===== config.mk =====
export PLATFORM = sky130hd
export DESIGN_NAME = dmem_arbiter
export DESIGN_NICKNAME = d
export VERILOG_FILES = /design/src/rtl/dmem_arbiter.sv
export SDC_FILE = /design/constraint.sdc
export NUM_CORES = 1
export LEC_CHECK = 0
export CAP_MARGIN = 40
export CORE_AREA = 2 2 118 120
export DETAILED_ROUTE_END_ITERATION = 8
export DIE_AREA = 0 0 120 122
export GPL_TIMING_DRIVEN = 0
export PLACE_DENSITY = 0.82
export REMOVE_ABC_BUFFERS = 1
export SYNTH_ARGS = -nofsm -noshare
export SYNTH_HDL_FRONTEND = slang
export SYNTH_SLANG_ARGS = --single-unit

===== constraint.sdc =====
create_clock -name clk -period 2.7 [get_ports clk]
set_clock_uncertainty 0.2 [all_clocks]
set_input_delay 0.54 -clock clk [delete_from_list [all_inputs] [get_ports clk]]
set_output_delay 0.54 -clock clk [all_outputs]
set_load 0.1 [all_outputs]

===== src/rtl/dmem_arbiter.sv =====
// Two-port data-memory arbiter: CPU port A and DMA port B share one
// asynchronous-read memory, with round-robin arbitration and a bounded B burst lock.
module dmem_arbiter #(
    parameter int MAX_LOCK  = 4,
    parameter int MEM_WORDS = 64
) (
    input  logic        clk,
    input  logic        rst_n,
    input  logic        a_req,
    input  logic        a_we,
    input  logic [31:0] a_addr,
    input  logic [31:0] a_wdata,
    output logic        a_ready,
    output logic        a_rvalid,
    output logic [31:0] a_rdata,
    output logic        a_err,
    input  logic        b_req,
    input  logic        b_we,
    input  logic [31:0] b_addr,
    input  logic [31:0] b_wdata,
    input  logic        b_lock,
    output logic        b_ready,
    output logic        b_rvalid,
    output logic [31:0] b_rdata,
    output logic        b_err,
    output logic [31:0] mem_addr,
    output logic [31:0] mem_wdata,
    output logic        mem_we,
    input  logic [31:0] mem_rdata
);

    typedef enum logic {RR = 1'b0, LOCK_B = 1'b1} state_t;

    localparam logic [3:0] MAX_CNT = 4'(MAX_LOCK);

    state_t     state;
    logic       last_b;
    logic [3:0] lock_cnt;
    logic       gnt_a, gnt_b;
    logic       a_in_range, b_in_range;

    assign a_in_range = ({2'b00, a_addr[31:2]} < 32'(MEM_WORDS));
    assign b_in_range = ({2'b00, b_addr[31:2]} < 32'(MEM_WORDS));

    always_comb begin
        gnt_a = 1'b0;
        gnt_b = 1'b0;
        if (state == RR) begin
            if (a_req && b_req) begin
                gnt_a = last_b;
                gnt_b = !last_b;
            end else begin
                gnt_a = a_req;
                gnt_b = b_req;
            end
        end else begin
            // B keeps the memory until its burst budget is spent and A is waiting
            if (b_req && (lock_cnt != MAX_CNT || !a_req)) gnt_b = 1'b1;
            else                                          gnt_a = a_req;
        end
    end

    // Gating with rst_n discards any transfer whose edge falls inside reset
    assign a_ready = gnt_a & rst_n;
    assign b_ready = gnt_b & rst_n;

    assign mem_addr  = a_ready ? a_addr  : (b_ready ? b_addr  : 32'h0);
    assign mem_wdata = a_ready ? a_wdata : (b_ready ? b_wdata : 32'h0);
    assign mem_we    = (a_ready & a_we & a_in_range) | (b_ready & b_we & b_in_range);

    always_ff @(posedge clk or negedge rst_n) begin
        if (!rst_n) begin
            state    <= RR;
            last_b   <= 1'b1;
            lock_cnt <= 4'd0;
        end else begin
            if (a_ready)      last_b <= 1'b0;
            else if (b_ready) last_b <= 1'b1;

            if (state == RR) begin
                if (b_ready && b_lock) begin
                    state    <= LOCK_B;
                    lock_cnt <= 4'd1;
                end
            end else begin
                if (!b_lock || (lock_cnt == MAX_CNT && a_req)) begin
                    state    <= RR;
                    lock_cnt <= 4'd0;
                end else if (b_ready && lock_cnt != MAX_CNT) begin
                    lock_cnt <= lock_cnt + 4'd1;
                end
            end
        end
    end

    always_ff @(posedge clk or negedge rst_n) begin
        if (!rst_n) begin
            a_rvalid <= 1'b0;
            a_rdata  <= 32'h0;
            a_err    <= 1'b0;
            b_rvalid <= 1'b0;
            b_rdata  <= 32'h0;
            b_err    <= 1'b0;
        end else begin
            a_rvalid <= a_ready;
            b_rvalid <= b_ready;
            if (a_ready) begin
                a_rdata <= (!a_we && a_in_range) ? mem_rdata : 32'h0;
                a_err   <= !a_in_range;
            end
            if (b_ready) begin
                b_rdata <= (!b_we && b_in_range) ? mem_rdata : 32'h0;
                b_err   <= !b_in_range;
            end
        end
    end

endmodule


==> results.md, run 1 <==
- Ports: 302
- Placed Area: 9870 um^2
- Highest Signal Layer: met5
- Vias in the first global route: 6813
- Worst-Margin Slew: 1.43 ns
- Fmax: 242 MHz
- Cell area after synthesis: 4090 um^2
- Synth Register Bits: 74
- Crit Reg-Reg Endpoint: state
- Antenna diodes: 0
- Status: complete, but fails checks
- Critical R2R Launch: lock_cnt[0]
- Share of layout cells above drive strength 1: 42.1%
- Worst endpoint required time: 1.96 ns
- Syn Area/Cell: 10.2 um^2
- Cell variety after synth: 41
- CTS tree: built
- Core Footprint: 13500 um^2
- Post-synth top area share: 44.6%
- Ratio of final minimum period to clock period: 153%
- Commonest non-fill, non-tap cell in the layout: clkdlybuf4s50_1
- H-Tree Depth: 3
- Max-cap viol count: 0
- Die Y-Extent: 122 um
- First-pass GRT wire length: 43600 um
- Min Tclk post-route: 4.13 ns
- Final WL: 33200 um
- CTS Buffer Depth: 2
- Slew headroom: 3.75%
- Critical path arrival: 3.39 ns
- Detail Placement HPWL: 18900 um
- FP Rows: 43
- Cell area power density: 413 nW/um^2
- IO buf count: 301
- Clk Latency, worst-skew pair: 0.34 ns
- R2R setup slack: -0.34 ns
- Maximum VDD drop: 0.000383 V
- DR DRC count: 0
- Max Slew Vio Count: 0
- Setup_tns: -48.93 ns
- Area added between synthesis and finish: 182%
- Post-detailed-route wirelength per cell: 32.6 um
- FF-to-FF path depth: 20
- Final setup vio count: 130
- Routed length on met2: 16100 um
- Static Leak: 5.02 nW
- Clock sinks: 74
- RSZ-0062 raised after global routing: true
- CP Launch Type: primary input
- Failing checks: negative setup slack
- Root buf cell: clkbuf_16
- Fin. Hold Viols: 0
- Yosys warnings: 0
- Met1 wire length: 10100 um
- Critical-path maximum fanout: 4
- First drt pass iteration count: 5
- Tot GR Track Use: 41.3%
- Design Area, Final: 11500 um^2
- Vias per inst: 6.11
- Vias: 6228
- Met3 WL: 3470 um
- Mapped Cells: 400
- Most frequent cells in the layout: clkdlybuf4s50_1, dfrtp_1, buf_16
- Synth area leader: dfrtp_1
- Die Area: 14600 um^2
- Post-route ant nets: 0
- Fin nets: 1003
- Initial antenna violation count: 0
- Grt total ovfl: 0
- Setup Crit Path Kind: primary input to primary output
- Initial core utilization: 30.3%
- Min-delay worst type: primary input to async pin
- 1st-iter DRT viols: 732
- Routability Congestion: 0.848
- CTS Buf Count: 9
- Dominant cells by area after synthesis: dfrtp_1, a22o_1, a31o_1
- Clock slew at reported path FFs: 0.06 ns
- Post-synthesis sequential area ratio: 45.3%
- Setup crit end kind: primary output
- Die Wd: 120 um
- Setup slack after layout: -1.43 ns
- Largest net degree at the start of global routing: 41
- WHS: 0.0710 ns
## how the worst max path moves through the flow
stage | start | endpoint | slack [ns] | cells past startpoint
finish | a_addr[27] | mem_we | -1.43 | 6
CTS | lock_cnt[1] | mem_we | -0.26 | 10
floorplan | lock_cnt[0] | mem_we | -1.07 | 7
global route | a_addr[27] | mem_we | -1.35 | 6
detailed placement | rst_n | mem_addr[0] | -1.62 | 8
global placement | rst_n | mem_we | -5.21 | 7
## stage by stage
step                      cells  utilization [%]  worst slack [ns]  total power [mW]
after detailed placement    985             73.1             -1.62              3.02
final                      1019             85.3             -1.43              4.76
after floorplan             365                -             -1.07              2.03
after global routing       1019             85.3             -1.35              4.83
after global placement      846             52.1             -5.21              2.55
after CTS                  1009             83.6            -0.258              4.60
## cell families (layout without fill, tap and decap cells)
kind of cell / Yosys count / count (layout) / synth area share, %
AOI/OAI and AO/OA: 143 / 147 / 28.4
DFF: 74 / 74 / 45.3
and+or+nand+nor: 140 / 142 / 17.7
adders and majority gates: 2 / 2 / 0.612
buffers and inverters: 41 / 474 / 7.98
## critical path, cell delays in order
cell             delay (ns)
clkdlybuf4s50_1        0.48
nor4_1                 1.21
nand2_1                0.53
nor2_2                 0.25
a32o_2                 0.20
buf_16                 0.18
## area by class of cell
class / instances / area (um^2)
Clock inverter: 5 / 77.6
Inverter: 6 / 48.8
Timing Repair inverter: 8 / 158
Tap cell: 180 / 225
Timing Repair Buffer: 444 / 6230
Multi-Input combinational cell: 291 / 2680
Clock buffer: 11 / 243
Sequential cell: 74 / 1850
Fill cell: 547 / 1980
## layer usage
| layer | global-route usage (%) | vias up |
|---|---|---|
| li1 | - | 2368 |
| met1 | 41.6 | 2999 |
| met2 | 69.6 | 607 |
| met3 | 12.5 | 252 |
| met4 | 35.9 | 2 |
| met5 | 0 | - |
## registers in the layout (all words and copies together) (netlist names)
signal and count:
b_rdata 32, last_b 1, a_err 1, a_rdata 32, state 1, b_err 1
b_rvalid 1, a_rvalid 1, lock_cnt 4
## power breakdown
part	internal [mW]	switching [mW]	total, mW
logic	0.987	1.29	2.28
registers	1.13	0.0205	1.15
clock network	0.833	0.495	1.33
total	2.95	1.81	4.76
## what timing repair did
action	4_1_cts	5_1_grt
pin swaps	28	11
hold buffers	2	0
gates cloned	19	3
endpoints found under the setup margin	91	108
gates resized for setup	154	29
hold endpoints to repair	17	0
setup buffers	54	8
## synthesized netlist by cell type
| cell | count |
|---|---|
| a211o_1 | 1 |
| a21oi_1 | 2 |
| a22o_1 | 64 |
| a31o_1 | 33 |
| a31oi_1 | 1 |
| a32o_1 | 2 |
| a32oi_1 | 1 |
| and2_1 | 2 |
| buf_1 | 1 |
| buf_2 | 11 |
| buf_4 | 1 |
| buf_6 | 16 |
| buf_8 | 2 |
| clkbuf_1 | 4 |
| clkinv_8 | 1 |
| dfrtp_1 | 73 |
| dfstp_2 | 1 |
| ha_1 | 2 |
| inv_1 | 4 |
| inv_2 | 1 |
| nand2_1 | 64 |
| nand2_2 | 10 |
| nand2b_1 | 1 |
| nand3_1 | 3 |
| nand3b_1 | 1 |
| nand3b_4 | 1 |
| nand4_1 | 4 |
| nand4b_1 | 1 |
| nor2_1 | 6 |
| nor2b_1 | 32 |
| nor3_2 | 1 |
| nor4_1 | 12 |
| o211ai_1 | 1 |
| o21ai_0 | 3 |
| o21ai_1 | 22 |
| o21ai_2 | 10 |
| o221a_2 | 1 |
| o22ai_1 | 1 |
| o311a_4 | 1 |
| or3_4 | 1 |
| or4_1 | 1 |
(Power assumes the default switching activity.)
==> run 2: changes to the inputs <==
Settings changed: GPL_TIMING_DRIVEN 0 to default, HOLD_SLACK_MARGIN from default to 0.1, SLEW_MARGIN from default to 15.
==> run 2 against run 1 <==
Compared with the run above:
- the run still ends with negative setup slack left
- count of clock-buffer cells in the layout rose by 1
- worst setup slack improved by 1.1 ns
- sequential cell count did not move
- via count fell by 19%
- sequential power barely moved
- critical path type is now register to primary output
- critical endpoint is now mem_wdata[19]
- highest routed layer is now met4
==> results.md, run 2 (same netlist as run 1, synthesis figures left out) <==
- DR DRC count: 0 (unchanged)
- Min-delay worst type: primary input to async pin
- Post-detailed-route wirelength per cell: 22.8 um (-30%)
- Clock power frac: 30.7% (+2.8 points)
- CTS tree: built
- FF-to-FF path depth: 19 (-5.0%)
- Vias: 5069 (-19%)
- Design Area, Final: 9140 um^2 (-21%)
- Setup Crit Path Kind: register to primary output
- Largest net degree at the start of global routing: 45 (+9.8%)
- Clk Latency, worst-skew pair: 0.33 ns (about the same)
- CTS Buf Count: 9 (unchanged)
- IO buf count: 301 (unchanged)
- Commonest non-fill, non-tap cell in the layout: clkdlybuf4s50_1
- Die Y-Extent: 122 um (unchanged)
- Critical R2R Launch: lock_cnt[1]
- RSZ-0062 raised after global routing: true
- Failing checks: negative setup slack
- Critical path arrival: 2.30 ns (-1.09 ns)
- Setup crit end kind: primary output
- Vias in the first global route: 5192 (-24%)
- Sw frac: 35.3% (-2.7 points)
- Grt total ovfl: 0 (unchanged)
- Multi-input logic area: 2290 um^2 (-15%)
- First-pass GRT wire length: 30500 um (-30%)
- Fmax: 329 MHz (+36%)
- Post-Place Setup Slack: -0.322 ns (+1.30 ns)
- Initial core utilization: 30.3% (unchanged)
- Internal Power: 2.92 mW (-0.97%)
- Cell area power density: 494 nW/um^2 (+20%)
- Detail Placement HPWL: 15900 um (-16%)
- Die Area: 14600 um^2 (unchanged)
- Crit Reg-Reg Endpoint: state
- Final setup vio count: 67 (-48%)
- Register area: 1850 um^2 (about the same)
- Critical-path maximum fanout: 8 (+4)
- Ports: 302 (unchanged)
- Ratio of final minimum period to clock period: 113% (-40 points)
- Status: complete, but fails checks
- Static Leak: 4.16 nW (-17%)
- Delay of the slowest critical-path stage: 0.44 ns (-0.77 ns)
- Maximum VDD drop: 0.000367 V (-4.1%)
- Worst-Margin Slew: 0.515 ns (-0.915 ns)
- Post-route ant nets: 0 (unchanged)
- Worst endpoint required time: 1.96 ns (about the same)
- Min Tclk post-route: 3.04 ns (-1.09 ns)
- Psw: 1.59 mW (-12%)
- Critical-path top delay cell: o311a_4
- Share of layout cells above drive strength 1: 40.3% (-1.8 points)
- Slew headroom: 65.6% (+62 points)
- FP Rows: 43 (unchanged)
- Clock sinks: 74 (unchanged)
- Root buf cell: clkbuf_16
- Final WL: 21700 um (-35%)
- WHS: 0.108 ns (+0.0372 ns)
- Fin nets: 931 (-7.2%)
- Most frequent cells in the layout: clkdlybuf4s50_1, buf_4, dfrtp_1
- Comb pwr share: 43.9% (-4.0 points)
- Vias per inst: 5.34 (-13%)
- Tot GR Track Use: 28.0% (-13 points)
- Area added between synthesis and finish: 123%
- CTS Buffer Depth: 2 (unchanged)
- Core Footprint: 13500 um^2 (unchanged)
- R2R setup slack: -0.24 ns (+0.10 ns)
- CP cell instances: inv_2 -> ha_4 -> buf_6 -> nand3b_4 -> o311a_4 -> buf_12 -> buf_16 -> a22o_1 -> buf_12
- H-Tree Depth: 3 (unchanged)
- Seq pwr share: 25.4% (+1.2 points)
- Fin. Hold Viols: 0 (unchanged)
- Layout fillers: 1000 (+83%)
- CP Launch Type: register
- Routability Congestion: 0.959 (+13%)
- Setup_tns: -17.44 ns (+31.49 ns)
- Placed Area: 7970 um^2 (-19%)
- Setup slack after layout: -0.339 ns (+1.09 ns)
- Initial antenna violation count: 2 (+2)
- Clock slew at reported path FFs: 0.06 ns (about the same)
- First drt pass iteration count: 7 (+2)
- Largest registers: a_rdata (32), b_rdata (32), lock_cnt (4)
- Die Wd: 120 um (unchanged)
- Max-cap viol count: 0 (unchanged)
- CP most frequent cell: buf_12
- 1st-iter DRT viols: 409 (-44%)
- Max Slew Vio Count: 0 (unchanged)
## run 2: timing repair
action                                 CTS  global route
hold buffers                             1             0
setup endpoints to repair               66            68
setup buffers                           20            10
pin swaps                               10             5
gates cloned                             3             3
gates resized for setup                 47            21
endpoints found under the hold margin   32             0
## run 2: area by class of cell
class                           count  share of cell area (%)
Timing Repair Buffer              385                    47.8
Clock buffer                       12                    2.70
Sequential cell                    74                    20.3
Multi-Input combinational cell    285                    25.1
Antenna cell                        3                  0.0822
Timing Repair inverter              1                   0.123
Inverter                            6                   0.384
Clock inverter                      4                    1.08
Tap cell                          180                    2.47
## run 2: metal layers
metal / GRT usage (%) / share of wire [%] / wire length (um)
met5: 0 / 0 / 0
met4: 12.6 / 4.6 / 998
met3: 8.01 / 8.5 / 1840
met2: 48.0 / 51 / 11100
met1: 32.4 / 36 / 7750
## run 2: power groups by stage
stage,logic (mW),clock network [mW],registers [mW]
floorplan,0.824,0,1.20
global placement,1.70,0,1.16
detailed placement,1.72,0,1.17
CTS,1.88,1.41,1.14
global route,2.04,1.47,1.15
finish,1.98,1.39,1.15
## run 2: worst max-delay path, delay by kind of cell (launching register included)
| family | cells | cell delay (ns) |
|---|---|---|
| buffers and inverters | 5 | 0.66 |
| DFF | 1 | 0.40 |
| AOI/OAI and AO/OA | 2 | 0.67 |
| adders and majority gates | 1 | 0.14 |
| and+or+nand+nor | 1 | 0.08 |
## run 2: metrics by stage
step / util, % / std cells / power (mW)
after floorplan: - / 365 / 2.03
after global placement: 59.0 / 895 / 2.86
after detailed placement: 59.0 / 895 / 2.88
after CTS: 65.7 / 935 / 4.43
after global routing: 67.6 / 949 / 4.66
final: 67.6 / 950 / 4.51
## run 2: worst max-delay path by stage
stage                      startpoint             to  slack, ns  cells past startpoint
final                     lock_cnt[1]  mem_wdata[19]      -0.34                      9
after CTS                 lock_cnt[0]   mem_wdata[6]      -0.24                      8
after global routing      lock_cnt[0]  mem_wdata[19]      -0.40                      9
after global placement          a_req  mem_wdata[31]      -0.27                      6
after detailed placement        b_req   mem_wdata[9]      -0.32                      6
after floorplan           lock_cnt[0]         mem_we      -1.07                      7
